--- src/rtl/mem_arbiter_pkg.sv ---
// Shared definitions for the unified-memory arbiter: state encoding,
// store-size strobe codes and the fixed word load-size code used for fetches.
package mem_arbiter_pkg;

    localparam logic [1:0] ST_IDLE    = 2'd0;
    localparam logic [1:0] ST_BUSY_IF = 2'd1;
    localparam logic [1:0] ST_BUSY_D  = 2'd2;
    localparam logic [1:0] ST_DONE    = 2'd3;

    typedef enum logic [1:0] {
        IDLE    = ST_IDLE,
        BUSY_IF = ST_BUSY_IF,
        BUSY_D  = ST_BUSY_D,
        DONE    = ST_DONE
    } arb_state_t;

    localparam logic [1:0] MW_NONE = 2'b00;
    localparam logic [1:0] MW_BYTE = 2'b01;
    localparam logic [1:0] MW_HALF = 2'b10;
    localparam logic [1:0] MW_WORD = 2'b11;

    localparam logic [2:0] SIZE_WORD = 3'b010;

endpackage

--- src/rtl/mem_arbiter_wait_counter.sv ---
// Counts BUSY cycles of one memory transaction; hit fires during the
// TIMEOUT-th enabled cycle so the arbiter can abort on that same edge.
module wait_counter #(
    parameter int TIMEOUT = 255
) (
    input  logic clk,
    input  logic reset,
    input  logic clear,
    input  logic enable,
    output logic hit
);

    localparam int CW = $clog2(TIMEOUT + 1);

    logic [CW-1:0] count_q;
    logic [CW-1:0] count_d;

    always_comb begin
        count_d = count_q;
        if (clear) begin
            count_d = '0;
        end else if (enable && (count_q != CW'(TIMEOUT))) begin
            count_d = count_q + 1'b1;
        end
    end

    always_ff @(posedge clk or posedge reset) begin
        if (reset) begin
            count_q <= '0;
        end else begin
            count_q <= count_d;
        end
    end

    // count_q holds the number of BUSY cycles already completed
    assign hit = enable && (count_q == CW'(TIMEOUT - 1));

endmodule

--- src/rtl/mem_arbiter.sv ---
// Single-port memory arbiter between instruction fetch and load/store,
// sequencing one latched transaction at a time with fixed data priority.
module mem_arbiter
    import mem_arbiter_pkg::*;
#(
    parameter int AW      = 32,
    parameter int DW      = 32,
    parameter int TIMEOUT = 255
) (
    input  logic          clk,
    input  logic          reset,
    input  logic          if_req,
    input  logic [AW-1:0] if_addr,
    output logic [DW-1:0] if_rdata,
    output logic          if_ack,
    input  logic          d_req,
    input  logic [AW-1:0] d_addr,
    input  logic [DW-1:0] d_wdata,
    input  logic [1:0]    d_memwrite,
    input  logic [2:0]    d_sizeload,
    output logic [DW-1:0] d_rdata,
    output logic          d_ack,
    output logic          mem_req,
    output logic [AW-1:0] mem_addr,
    output logic [DW-1:0] mem_wdata,
    output logic [1:0]    mem_we,
    output logic [2:0]    mem_size,
    input  logic          mem_ready,
    input  logic [DW-1:0] mem_rdata,
    output logic          stall,
    output logic          timeout_err
);

    arb_state_t    state_q, state_d;
    logic [AW-1:0] mem_addr_q, mem_addr_d;
    logic [DW-1:0] mem_wdata_q, mem_wdata_d;
    logic [1:0]    mem_we_q, mem_we_d;
    logic [2:0]    mem_size_q, mem_size_d;
    logic [DW-1:0] if_rdata_q, if_rdata_d;
    logic [DW-1:0] d_rdata_q, d_rdata_d;
    logic          owner_data_q, owner_data_d;
    logic          timeout_err_q, timeout_err_d;
    logic          busy;
    logic          hit;

    assign busy = (state_q == BUSY_IF) || (state_q == BUSY_D);

    wait_counter #(
        .TIMEOUT(TIMEOUT)
    ) u_wait_counter (
        .clk   (clk),
        .reset (reset),
        .clear (state_q == DONE),
        .enable(busy),
        .hit   (hit)
    );

    always_comb begin
        state_d       = state_q;
        mem_addr_d    = mem_addr_q;
        mem_wdata_d   = mem_wdata_q;
        mem_we_d      = mem_we_q;
        mem_size_d    = mem_size_q;
        if_rdata_d    = if_rdata_q;
        d_rdata_d     = d_rdata_q;
        owner_data_d  = owner_data_q;
        timeout_err_d = timeout_err_q;
        case (state_q)
            IDLE: begin
                if (d_req) begin
                    mem_addr_d   = d_addr;
                    mem_wdata_d  = d_wdata;
                    mem_we_d     = d_memwrite;
                    mem_size_d   = d_sizeload;
                    owner_data_d = 1'b1;
                    state_d      = BUSY_D;
                end else if (if_req) begin
                    mem_addr_d   = if_addr;
                    mem_we_d     = MW_NONE;
                    mem_size_d   = SIZE_WORD;
                    owner_data_d = 1'b0;
                    state_d      = BUSY_IF;
                end
            end
            BUSY_IF, BUSY_D: begin
                // a completing access wins over a timeout in the same cycle
                if (mem_ready) begin
                    if (owner_data_q) begin
                        d_rdata_d = mem_rdata;
                    end else begin
                        if_rdata_d = mem_rdata;
                    end
                    state_d = DONE;
                end else if (hit) begin
                    if (owner_data_q) begin
                        d_rdata_d = '0;
                    end else begin
                        if_rdata_d = '0;
                    end
                    timeout_err_d = 1'b1;
                    state_d       = DONE;
                end
            end
            DONE: begin
                state_d = IDLE;
            end
            default: begin
                state_d = IDLE;
            end
        endcase
    end

    always_ff @(posedge clk or posedge reset) begin
        if (reset) begin
            state_q       <= IDLE;
            mem_addr_q    <= '0;
            mem_wdata_q   <= '0;
            mem_we_q      <= MW_NONE;
            mem_size_q    <= '0;
            if_rdata_q    <= '0;
            d_rdata_q     <= '0;
            owner_data_q  <= 1'b0;
            timeout_err_q <= 1'b0;
        end else begin
            state_q       <= state_d;
            mem_addr_q    <= mem_addr_d;
            mem_wdata_q   <= mem_wdata_d;
            mem_we_q      <= mem_we_d;
            mem_size_q    <= mem_size_d;
            if_rdata_q    <= if_rdata_d;
            d_rdata_q     <= d_rdata_d;
            owner_data_q  <= owner_data_d;
            timeout_err_q <= timeout_err_d;
        end
    end

    // strobes decode from the state register so an async reset kills them at once
    assign mem_req     = busy;
    assign if_ack      = (state_q == DONE) && !owner_data_q;
    assign d_ack       = (state_q == DONE) && owner_data_q;
    assign mem_addr    = mem_addr_q;
    assign mem_wdata   = mem_wdata_q;
    assign mem_we      = mem_we_q;
    assign mem_size    = mem_size_q;
    assign if_rdata    = if_rdata_q;
    assign d_rdata     = d_rdata_q;
    assign timeout_err = timeout_err_q;
    assign stall       = (if_req & ~if_ack) | (d_req & ~d_ack);

endmodule

--- config.mk ---
export PLATFORM = sky130hd
export DESIGN_NAME = mem_arbiter
export DESIGN_NICKNAME = d
export VERILOG_FILES = /design/src/rtl/mem_arbiter_pkg.sv /design/src/rtl/mem_arbiter_wait_counter.sv /design/src/rtl/mem_arbiter.sv
export SDC_FILE = /design/constraint.sdc
export NUM_CORES = 1
export LEC_CHECK = 0
export CAP_MARGIN = 40
export CORE_ASPECT_RATIO = 0.5
export CORE_UTILIZATION = 43
export DETAILED_ROUTE_END_ITERATION = 8
export GPL_TIMING_DRIVEN = 1
export PLACE_DENSITY = 0.81
export RECOVER_POWER = 100
export SLEW_MARGIN = 20
export SYNTH_ARGS = -nofsm -noshare
export SYNTH_HDL_FRONTEND = slang
export SYNTH_SLANG_ARGS = --single-unit
--- constraint.sdc ---
create_clock -name clk -period 6.6 [get_ports clk]
set_clock_uncertainty 0.1 [all_clocks]
set_input_delay 0.99 -clock clk [delete_from_list [all_inputs] [get_ports clk]]
set_output_delay 0.99 -clock clk [all_outputs]
set_load 0.01 [all_outputs]
# ---- Word-level counts from Yosys, hierarchy flattened
# Index checks and enable logic that the tools add are counted.
dict set report word_totals {
  ff_bits 145
}
dict set report op_classes {
  n_eq_ne 7
  n_addsub 1
  n_bitwise 7
  reduce_logical 17
  mux 23
}
# op n
set ops {}
lappend ops {{two-way mux 32 bit} 10}
lappend ops {{two-way mux 8 bit} 2}
lappend ops {{two-way mux 2 bit} 6}
lappend ops {{AND reduction 3 bit} 3}
lappend ops {{adder 8 x 1 -> 8 bit (second input constant)} 1}
lappend ops {{== test 8 bit (second input constant)} 1}
lappend ops {{inequality test 8 bit (second input constant)} 1}
lappend ops {{two-way mux 3 bit} 2}
lappend ops {{inequality test 3 bit (second input constant)} 2}
lappend ops {{case mux 2 bit (3 select lines)} 1}
lappend ops {{AND reduction 2 bit} 3}
lappend ops {{nonzero test 2 bit} 3}
lappend ops {{== test 2 bit (second input constant)} 2}
lappend ops {{logical AND 1 bit} 4}
lappend ops {{NOT 1 bit} 4}
lappend ops {{bitwise AND 1 bit} 2}
lappend ops {{== test 2 x 1 -> 1 bit (second input constant)} 1}
lappend ops {{zero test 2 bit} 1}
lappend ops {{two-way mux 1 bit} 2}
lappend ops {{OR reduction 2 bit} 1}
lappend ops {{zero test 1 bit} 1}
lappend ops {{logical OR 1 bit} 1}
lappend ops {{bitwise OR 1 bit} 1}

# ---- Longest topological paths before layout
# Gate-level depths: netlist (run 1).
dict set report depth {
  depth_word 6
  depth_mapped 7
  depth_no_buf 5
}

# ---- By module
# Synthesis (run 1) repeated with hierarchy kept, for this count alone.
dict set report unflattened {
  cells_unflattened 489
  hier_area_um2 6288.5
}
# module seq_area_each_um2 n_inst area_each_um2 cells_per_inst
set by_module_without_submodules {}
lappend by_module_without_submodules {mem_arbiter 3428.3 1 5845.6 439}
lappend by_module_without_submodules {wait_counter 200.2 1 442.9 50}

# ---- Worst setup path after synthesis (run 1)
# Ideal clock, no wire load.
dict set report synth_path {
  path_type {input port to output port}
  start {input port d_req}
  end {output port stall}
  n_path_buf 2
  setup_slack_ns 3.707
  arrival_ns 1.803
  t_required_ns 5.510
  cell_stages 4
  cell_sequence {buf_6 clkbuf_1 mux2i_1 a21oi_1}
}
dict set report synth_between {
  elab_chain_len 2
}
# item line_no
set synth_rtl {}
lappend synth_rtl {{start, declared} mem_arbiter.sv:16} ;# input logic d_req,
lappend synth_rtl {{bitwise AND 1 bit} mem_arbiter.sv:148} ;# assign stall = (if_req & ~if_ack) | (d_req & ~d_ack);
lappend synth_rtl {{bitwise OR 1 bit} mem_arbiter.sv:148}
lappend synth_rtl {{end, declared} mem_arbiter.sv:30} ;# output logic stall,
# No other way between the ends.

# ---- Worst setup path after layout (run 1)
dict set report layout_path {
  start {register u_wait_counter.count_q[0]}
  end {register if_rdata_q[11], in the netlist if_rdata[11]}
}
dict set report layout_between {
  elab_chain_len 4
}
# item line_no
set layout_rtl {}
lappend layout_rtl {{start, declared} mem_arbiter_wait_counter.sv:15} ;# logic [CW-1:0] count_q;
lappend layout_rtl {{start signal, assigned} mem_arbiter_wait_counter.sv:31} ;# count_q <= count_d;
lappend layout_rtl {{== test 8 bit} mem_arbiter_wait_counter.sv:36} ;# assign hit = enable && (count_q == CW'(TIMEOUT - 1));
lappend layout_rtl {{logical AND 1 bit} mem_arbiter_wait_counter.sv:36}
lappend layout_rtl {{nonzero test 2 bit (no line)} -}
lappend layout_rtl {{AND reduction 3 bit (no line)} -}
lappend layout_rtl {{end signal, assigned} mem_arbiter.sv:130} ;# if_rdata_q <= if_rdata_d;
lappend layout_rtl {{end, declared} mem_arbiter.sv:39} ;# logic [DW-1:0] if_rdata_q, if_rdata_d;
# No other way between the ends.
# A chain may end at the register's enable or synchronous reset.

==> metrics.md, run 1 <==
| Metric | Value |
|---|---|
| Worst hold path class | `flop to flop` |
| Critical Path End Type | `flop` |
| Top_reg_cell synth | `dfrtp_1` |
| Mapped Area | `6400 sq um` |
| Average size of a mapped cell | `around 11 sq um` |
| CTS max path bufs | `2` |
| Slew margin rel. | `-0.638` |
| Post-CTS resize count | `0` |
| Post-CTS setup buffers | `0` |
| Cell area after layout | `between 9000 and 10000 sq um` |
| Pins Over Slew Limit | `170` |
| CTS tree | `done` |
| Seq/Total Area, Yosys | `0.567` |
| Post-synth top area share | `0.567` |
| Pwr/cell area | `roughly 470 nW/um^2` |
| Most frequent cells in the layout | `dfrtp_1 (145), dlygate4sd3_1 (140), clkdlybuf4s50_1 (134)` |
| #FFs+latches synth | `145` |
| Synth Instances | `595` |
| Status | `finished, violations left` |
| Final setup fails | `0` |
| Max IR drop VDD | `181 uV` |
| Core area | `~15000 sq um` |
| Flop-to-flop setup slack | `between 2000 and 3000 ps` |
| Starting Density | `0.441` |
| Synth async-reset ratio | `1.00` |
| Row count | `31` |
| Clk sinks | `145` |
| Fillers | `~1100` |
| Grt ovf | `0` |
| Hold Path End | `timeout_err` |
| DR pass1 iterations | `6` |
| Distinct cells, synth | `44` |
| GRT Total Usage | `0.237` |
| # diodes | `0` |
| Layout area overhead | `55.2%` |
| Worst-Margin Slew | `2460 ps` |
| Die Height | `88.3 microns` |
| Largest net degree at the start of global routing | `between 80 and 90` |
| Crit Path Max Fanout | `39` |
| Failing checks | `max-capacitance violations, max-slew violations` |
| Post-synth EDFFs | `0` |
| Hold Buf Count CTS | `0` |
| Required time of the critical path | `around 6700 ps` |
| Antenna-violating nets left | `0` |
| Setup TNS Final | `0 ps` |
| Worst Path Arrival | `3980 ps` |
| Routed length per instance | `~17 microns` |
| Fin util | `0.685` |
| Clock Pin Slew Worst Setup and Hold Paths | `60 ps` |
| Leak | `4.20 nW` |
| Drc violations | `0` |
| Mapped Nets | `738` |
| DPL Wire Length | `12.8 mm` |
| H-tree level count | `4` |
| Initial DRC Count | `just under 400` |
| Via-per-instance ratio | `5.35` |
| NumNets Final | `996` |
| Tcrit/Tclk final | `0.588` |
| Cts bufs inserted | `17` |
| Number of global-route vias before repair | `between 5000 and 6000` |
| Max-cap violations | `4` |
| Reg2Reg Depth | `6` |
| Max Clock Freq | `0.258 GHz` |
| Reg2reg end | `if_rdata[11]` |
| Tmin final | `3880 ps` |
| Crit Path Class | `flop to flop` |
| Area leader, netlist | `dfrtp_1` |
| Worst skew pair latency | `400 ps` |
| Die area | `between 15000 and 20000 sq um` |
| Global placement routability congestion | `0.794` |
| Hold Path Stages | `1` |
| Top cells by area, synth | `dfrtp_1 (57%), o21ai_0 (7.7%), a22oi_1 (7.5%), nand2_1 (6.0%), mux2_2 (6.0%)` |
| Initial antenna violation count | `0` |
| Ratio of cells with drive above 1 in the final layout | `0.0912` |
| Unrepaired setup endpoints after global routing | `no` |
| First-pass GRT wire length | `28.7 mm` |
| Via count | `~5700` |
| Port bufs | `around 280` |
| WL final | `~19 mm` |
| Final hold violation count | `0` |
| Placed cell area | `9310 sq um` |
| Worst r2r src | `u_wait_counter.count_q[0]` |
| CP Launch Type | `flop` |
| Min-delay src | `timeout_err` |
| YS warnings | `0` |
| IO Pins | `around 280` |
| Die Wd | `175 microns` |
| Commonest non-fill, non-tap cell in the layout | `dfrtp_1` |
| Clk Tree Root Cell | `clkbuf_16` |
how the worst max path moves through the flow:
stage	startpoint	to	slack [ps]	cells past startpoint
global placement	d_req	stall	3020	5
floorplan	reset	d_rdata[0]	1620	1
CTS	d_req	stall	2960	5
global route	u_wait_counter.count_q[0]	d_rdata[18]	2370	6
finish	u_wait_counter.count_q[0]	if_rdata[11]	2720	6
detailed placement	d_req	stall	2970	5
where the power goes:
part / leakage [nW] / switching, mW / internal [mW]
clock: 0.306 / 0.393 / 0.652
sequential: 1.66 / 0.250 / 1.30
combinational: 2.23 / 1.00 / 1.08
total: 4.20 / 1.65 / 3.03
stage by stage:
step | setup WS, ps | power (mW) | hold WS [ps] | cells
finish | 2720 | 4.68 | 368 | 1064
floorplan | 1620 | 2.65 | 393 | 595
global route | 2370 | 4.96 | 389 | 1064
detailed placement | 2970 | 3.79 | 356 | 1031
CTS | 2960 | 4.85 | 373 | 1063
global placement | 3020 | 3.70 | 347 | 1029
cells in the mapped netlist (2+ instances only):
cell,n
clkbuf_1,24
ha_1,5
a211oi_1,2
and3_1,4
a22oi_1,64
buf_2,15
mux2_2,34
buf_4,2
nand2_1,103
nand4_1,2
nor2b_1,4
nor2_1,8
o21ai_0,98
a21oi_1,6
clkbuf_2,5
mux2i_1,33
nand3_1,2
nor3_1,4
dfrtp_1,145
inv_1,8
a32o_1,4
worst max-delay path, stage by stage (launching register included):
cell      delay [ps]
dfrtp_1          410
inv_1             90
ha_1             160
nand4_1          200
nor2_1          1250
clkbuf_1        1150
o21ai_0          300
sequential cells by signal, indices dropped and copies added (netlist names), 2 cells and up:
register	cells
mem_we	2
mem_wdata	32
mem_addr	32
state_q	2
u_wait_counter.count_q	8
d_rdata	32
mem_size	3
if_rdata	32
area by class of cell:
cell class / count / area (sq um) / share of cell area
clock inverters: 13 / 196 / 0.0198
clock buffers: 19 / 443 / 0.0446
inverters: 8 / 31.3 / 0.00315
multi-input cells: 395 / 2540 / 0.256
flip-flops and latches: 145 / 3630 / 0.365
repair buffers: 286 / 2850 / 0.287
well taps: 198 / 248 / 0.0249
logic make-up after synthesis:
kind of cell,count (synthesis),share of synthesized area
mux,67,0.111
compound gates,186,0.181
buf+inv,55,0.0385
simple gates,137,0.0928
fa+ha+maj,5,0.00977
flops,145,0.567
metal layers:
layer | vias to the layer above | track usage | wire (microns)
met5 | - | 0 | 0
met3 | 49 | 0.0477 | 917
li1 | 2656 | - | -
met2 | 213 | 0.427 | 9730
met4 | 0 | 0.109 | 585
met1 | 2778 | 0.280 | 7370
Note: power is estimated with default switching activity, not from simulation.
==> inputs of run 2 (changes only) <==
- CORE_UTILIZATION: 43 -> 39
- PLACE_DENSITY: 0.81 -> 0.78
- clock period: 6.6 -> 3.3 ns (I/O delays scaled with it)
==> metrics.md, run 2 (synthesized netlist as in run 1, its figures left out) <==
| Metric | Value |
|---|---|
| Post-CTS resize count | `0 (unchanged)` |
| CTS tree | `done` |
| Fillers | `1271 (+13%)` |
| Antenna-violating nets left | `0 (unchanged)` |
| Port bufs | `275 (unchanged)` |
| Drc violations | `0 (unchanged)` |
| Reg2Reg Depth | `6 (unchanged)` |
| Most frequent CP cell | `o21ai_0` |
| Tmin final | `roughly 2800 ps` |
| Hold_ws | `359 ps (-8.62 ps)` |
| Row count | `32 (+3.2%)` |
| Failing checks | `max-capacitance violations, max-slew violations` |
| Pins Over Slew Limit | `43 (-75%)` |
| Worst-Margin Slew | `1930 ps (-530 ps)` |
| Number of global-route vias before repair | `5667 (-0.56%)` |
| Die area | `17000 sq um (+10%)` |
| Setup TNS Final | `0 ps (unchanged)` |
| GRT Total Usage | `0.220 (-0.0170)` |
| CP Launch Type | `primary input` |
| Via count | `5621 (-1.3%)` |
| Worst Path Arrival | `2920 ps (-1060 ps)` |
| Register Area | `3630 sq um (unchanged)` |
| Global placement routability congestion | `0.771 (-2.9%)` |
| Worst hold path class | `flop to flop` |
| Die Wd | `183 microns (+4.9%)` |
| Min-delay src | `timeout_err` |
| Tcrit/Tclk final | `0.835` |
| IO Pins | `276 (unchanged)` |
| Multi-input logic area | `2520 sq um (-0.64%)` |
| CP Cell Sequence | `clkdlybuf4s50_1 > o21ai_0 > buf_12 > o21ai_0` |
| Slowest cell on the critical path | `o21ai_0` |
| Max IR drop VDD | `466 uV (+160%)` |
| # diodes | `0 (unchanged)` |
| CP peak stage delay | `1480 ps (+230 ps)` |
| WL final | `18.6 mm (about the same)` |
| Initial antenna violation count | `0 (unchanged)` |
| Core area | `15700 sq um (+8.5%)` |
| NumNets Final | `997 (+0.10%)` |
| Slew margin rel. | `-0.298 (+0.340)` |
| DR pass1 iterations | `5 (-1)` |
| Clock Pin Slew Worst Setup and Hold Paths | `60 ps (about the same)` |
| Layout area overhead | `55.3% (about the same)` |
| Clk Tree Root Cell | `clkbuf_16` |
| Fin util | `0.632 (-0.0529)` |
| Initial DRC Count | `414 (+4.8%)` |
| Ratio of cells with drive above 1 in the final layout | `0.0879 (-0.00336)` |
| First-pass GRT wire length | `29.5 mm (+2.6%)` |
| Final hold violation count | `0 (unchanged)` |
| Via-per-instance ratio | `5.18 (-3.3%)` |
| Worst r2r src | `u_wait_counter.count_q[0]` |
| Die Height | `92.6 microns (+4.9%)` |
| Hold Path End | `timeout_err` |
| Max-cap violations | `2 (-2)` |
| Hold Path Stages | `1 (unchanged)` |
| Most frequent cells in the layout | `dfrtp_1 (145), dlygate4sd3_1 (138), clkdlybuf4s50_1 (136)` |
| Crit Path Max Fanout | `54 (+38%)` |
| Crit Path Class | `primary input to flop` |
| CTS max path bufs | `2 (unchanged)` |
| Placed insts | `1056 (+2.4%)` |
| Post-CTS setup buffers | `0 (unchanged)` |
| Hold Buf Count CTS | `0 (unchanged)` |
| Leak | `4.19 nW (-0.19%)` |
| Non-filler cells, final | `1086 (+2.1%)` |
| Max Clock Freq | `0.363 GHz` |
| Cts bufs inserted | `17 (unchanged)` |
| Status | `finished, violations left` |
| Unrepaired setup endpoints after global routing | `no` |
| Grt ovf | `0 (unchanged)` |
| Worst skew pair latency | `400 ps (about the same)` |
| Reg2reg end | `if_rdata[7]` |
| Starting Density | `0.407 (-0.0345)` |
| Commonest non-fill, non-tap cell in the layout | `dfrtp_1` |
| Required time of the critical path | `3460 ps (-3250 ps)` |
| Pwr/cell area | `935 nW/um^2 (+99%)` |
| Routed length per instance | `17.1 microns (-2.1%)` |
| DPL Wire Length | `13.2 mm (+3.2%)` |
| Final setup fails | `0 (unchanged)` |
| Clk sinks | `145 (unchanged)` |
| Largest net degree at the start of global routing | `81 (-9.0%)` |
| Flop-to-flop setup slack | `570 ps (-2150 ps)` |
| Critical Path End Type | `flop` |
| H-tree level count | `4 (unchanged)` |
==> run 2: changes by cell type in the layout (fill, tap and decap cells not counted), moves of 2 or more <==
cell / change
buf_12: +2
clkdlybuf4s50_1: +2
inv_6: -6
clkinv_2: +3
dlygate4sd3_1: -2
==> run 2: worst max-delay path: cells and delay by family <==
kind / cells / cell delay, ps
AO/OA/AOI/OAI: 2 / 1620
buffers and inverters: 2 / 790
==> run 2: metal layers <==
layer  track usage  routed length [microns]  share of wire  vias to the layer above
li1              -                        -              -                     2650
met2         0.389                     9820           0.53                      172
met1         0.269                     7540           0.41                     2769
met5             0                        0              0                        -
met3        0.0397                      777          0.042                       30
met4        0.0806                      448          0.024                        0
==> run 2: metrics by stage <==
| step | power [mW] | setup slack (ps) | cell area, sq um |
|---|---|---|---|
| after floorplan | 5.31 | 886 | 6410 |
| after global placement | 7.43 | 797 | 9370 |
| after detailed placement | 7.60 | 794 | 9370 |
| after CTS | 9.70 | 663 | 10000 |
| after global routing | 9.88 | 306 | 9950 |
| final | 9.30 | 545 | 9950 |
==> run 2: final cells by class <==
type	count	share of cell area
inverters	8	0.00314
clock inverters	11	0.0190
repair buffers	287	0.288
well taps	221	0.0278
clock buffers	19	0.0435
flip-flops and latches	145	0.365
multi-input cells	395	0.254
==> run 2: how the worst max path moves through the flow <==
stage | startpoint | end | depth (start not counted)
final | if_req | mem_addr[23] | 4
after global routing | u_wait_counter.count_q[0] | d_rdata[29] | 6
after CTS | state_q[0] | mem_req | 3
after detailed placement | if_req | stall | 4
after global placement | if_req | stall | 4
after floorplan | reset | d_rdata[0] | 1
==> run 2: power breakdown <==
group          internal, mW  leakage [nW]  switching (mW)
registers              2.59          1.66           0.505
clock network          1.33         0.299           0.736
logic                  2.16          2.23            1.98
==> inputs of run 3 (changes only) <==
- clock period: 3.3 -> 2.4 ns (I/O delays scaled with it)
==> metrics.md, run 3 (synthesized netlist as in run 1, its figures left out) <==
| Metric | Value |
|---|---|
| Slowest cell on the critical path | `clkdlybuf4s50_1` |
| Unrepaired setup endpoints after global routing | `yes` |
| Tmin final | `2370 ps` |
| Switching Fraction | `0.347 (+0.000940)` |
| Reg2reg end | `if_rdata[27]` |
| Proportion of power drawn by the clock network | `0.209 (-0.013)` |
| Worst hold path class | `primary input to flop` |
| Fin util | `0.633 (about the same)` |
| CP Cell Sequence | `ha_2 > nor2b_1 > clkdlybuf4s50_1` |
| Hold Path Stages | `3 (+2)` |
| P_int | `8.29 mW (+36%)` |
| DR pass1 iterations | `5 (unchanged)` |
| Post-CTS setup buffers | `0 (unchanged)` |
| Die Height | `92.6 microns (unchanged)` |
| Register share of total power | `0.334 (about the same)` |
| Worst Path Arrival | `1910 ps (-1010 ps)` |
| P_sw | `4.40 mW (+37%)` |
| Clk Tree Root Cell | `clkbuf_16` |
| Pins Over Slew Limit | `0 (-100%)` |
| Worst skew pair latency | `400 ps (about the same)` |
| NumNets Final | `1001 (+0.40%)` |
| Slew margin rel. | `0.327 (+0.624)` |
| # diodes | `0 (unchanged)` |
| CP Launch Type | `flop` |
| Tcrit/Tclk final | `0.988` |
| Min-delay src | `d_req` |
| Initial antenna violation count | `0 (unchanged)` |
| H-tree level count | `4 (unchanged)` |
| CTS max path bufs | `2 (unchanged)` |
| Reg2Reg Depth | `6 (unchanged)` |
| Clock Pin Slew Worst Setup and Hold Paths | `60 ps (about the same)` |
| Combinational Power Share | `0.457 (+0.013)` |
| First-pass GRT wire length | `30.1 mm (+2.3%)` |
| Die area | `17000 sq um (unchanged)` |
| Flop-to-flop setup slack | `240 ps (-330 ps)` |
| Cts bufs inserted | `17 (unchanged)` |
| WL final | `18.8 mm (+1.2%)` |
| Core area | `15700 sq um (unchanged)` |
| Commonest non-fill, non-tap cell in the layout | `dfrtp_1` |
| Worst-Margin Slew | `1000 ps (-922 ps)` |
| Worst r2r src | `u_wait_counter.count_q[0]` |
| Hold Path End | `state_q[0]` |
| Via count | `5716 (+1.7%)` |
| Via-per-instance ratio | `5.25 (+1.5%)` |
| Most frequent cells in the layout | `dfrtp_1 (145), clkdlybuf4s50_1 (139), dlygate4sd3_1 (135)` |
| Worst Path Buf+Inv | `1 (-1)` |
| Required time of the critical path | `1940 ps (-1520 ps)` |
| Hold Buf Count CTS | `0 (unchanged)` |
| IO Pins | `276 (unchanged)` |
| Max Clock Freq | `approximately 0.42 GHz` |
| Non-filler cells, final | `1088 (+0.18%)` |
| Drc violations | `0 (unchanged)` |
| Row count | `32 (unchanged)` |
| Ratio of cells with drive above 1 in the final layout | `0.0969 (+0.00902)` |
| Placed insts | `1060 (+0.38%)` |
| Initial DRC Count | `357 (-14%)` |
| Number of global-route vias before repair | `5726 (+1.0%)` |
| Max IR drop VDD | `632 uV (+36%)` |
| Final hold violation count | `0 (unchanged)` |
| Routed length per instance | `17.3 microns (+0.97%)` |
| Crit Path Class | `flop to primary output` |
| Setup TNS Final | `0 ps (unchanged)` |
| Crit Path Max Fanout | `13 (-76%)` |
| Hold_ws | `317 ps (-42.3 ps)` |
| Max-cap violations | `0 (-2)` |
| Die Wd | `183 microns (unchanged)` |
| Largest net degree at the start of global routing | `69 (-15%)` |
| Final setup fails | `0 (unchanged)` |
| Post-CTS resize count | `3 (+3)` |
| Starting Density | `0.407 (unchanged)` |
| Critical Path End Type | `primary output` |
| Leak | `4.21 nW (+0.33%)` |
| Layout area overhead | `55.4% (about the same)` |
| Pwr/cell area | `1270 nW/um^2 (+36%)` |
| Overall Power | `12.7 mW (+36%)` |
| Port bufs | `275 (unchanged)` |
| CTS tree | `done` |
| Clk sinks | `145 (unchanged)` |
| Grt ovf | `0 (unchanged)` |
| Crit path max-delay family | `buffers and inverters` |
| DPL Wire Length | `13.2 mm (-0.19%)` |
| CP peak stage delay | `550 ps (-930 ps)` |
| Status | `complete, no violations` |
| Antenna-violating nets left | `0 (unchanged)` |
| CP Launch Point | `state_q[0]` |
| Global placement routability congestion | `0.787 (+2.1%)` |
| GRT Total Usage | `0.226 (+0.00610)` |
## run 3: area by class of cell
type                    instances  area (sq um)
flip-flops and latches        145          3630
inverters                       8          31.3
multi-input cells             395          2540
clock inverters                 7           110
well taps                     221           277
fillers                      1269          5780
clock buffers                  21           470
repair buffers                291          2900
## run 3: worst max-delay path by stage
stage | to | slack (ps) | cells after the start
6_report | if_ack | 30 | 3
5_1_grt | if_ack | -30 | 3
4_1_cts | if_ack | 30 | 3
3_5_place_dp | stall | 280 | 4
3_3_place_gp | stall | 280 | 4
2_1_floorplan | d_rdata[0] | 120 | 1
## run 3: per-layer routing
layer | global-route usage | wire length (microns)
met4 | 0.103 | 656
met1 | 0.272 | 7530
met5 | 0 | 0
met3 | 0.0362 | 872
met2 | 0.401 | 9740
## run 3: power by group through the flow
| stage | sequential [mW] | clock, mW | combinational [mW] |
|---|---|---|---|
| after floorplan | 4.70 | 0 | 2.59 |
| after global placement | 4.24 | 0 | 6.02 |
| after detailed placement | 4.31 | 0 | 6.19 |
| after CTS | 4.29 | 2.71 | 6.28 |
| after global routing | 4.39 | 2.81 | 6.28 |
| final | 4.24 | 2.65 | 5.79 |
## run 3: worst register-to-register path, delay by kind of cell, from the launching register on
kind                     cells  cell delay [ps]
AND/OR/NAND/NOR              2              790
flip-flops                   1              410
buffers and inverters        2              390
adder cells (fa/ha/maj)      1              170
AO/OA/AOI/OAI                1              160
## run 3: through the flow
step	setup WS (ps)	instance area, sq um
after floorplan	121	6410
after global placement	280	9430
after detailed placement	280	9430
after CTS	32.6	10000
after global routing	-33.7	9950
final	27.7	9950
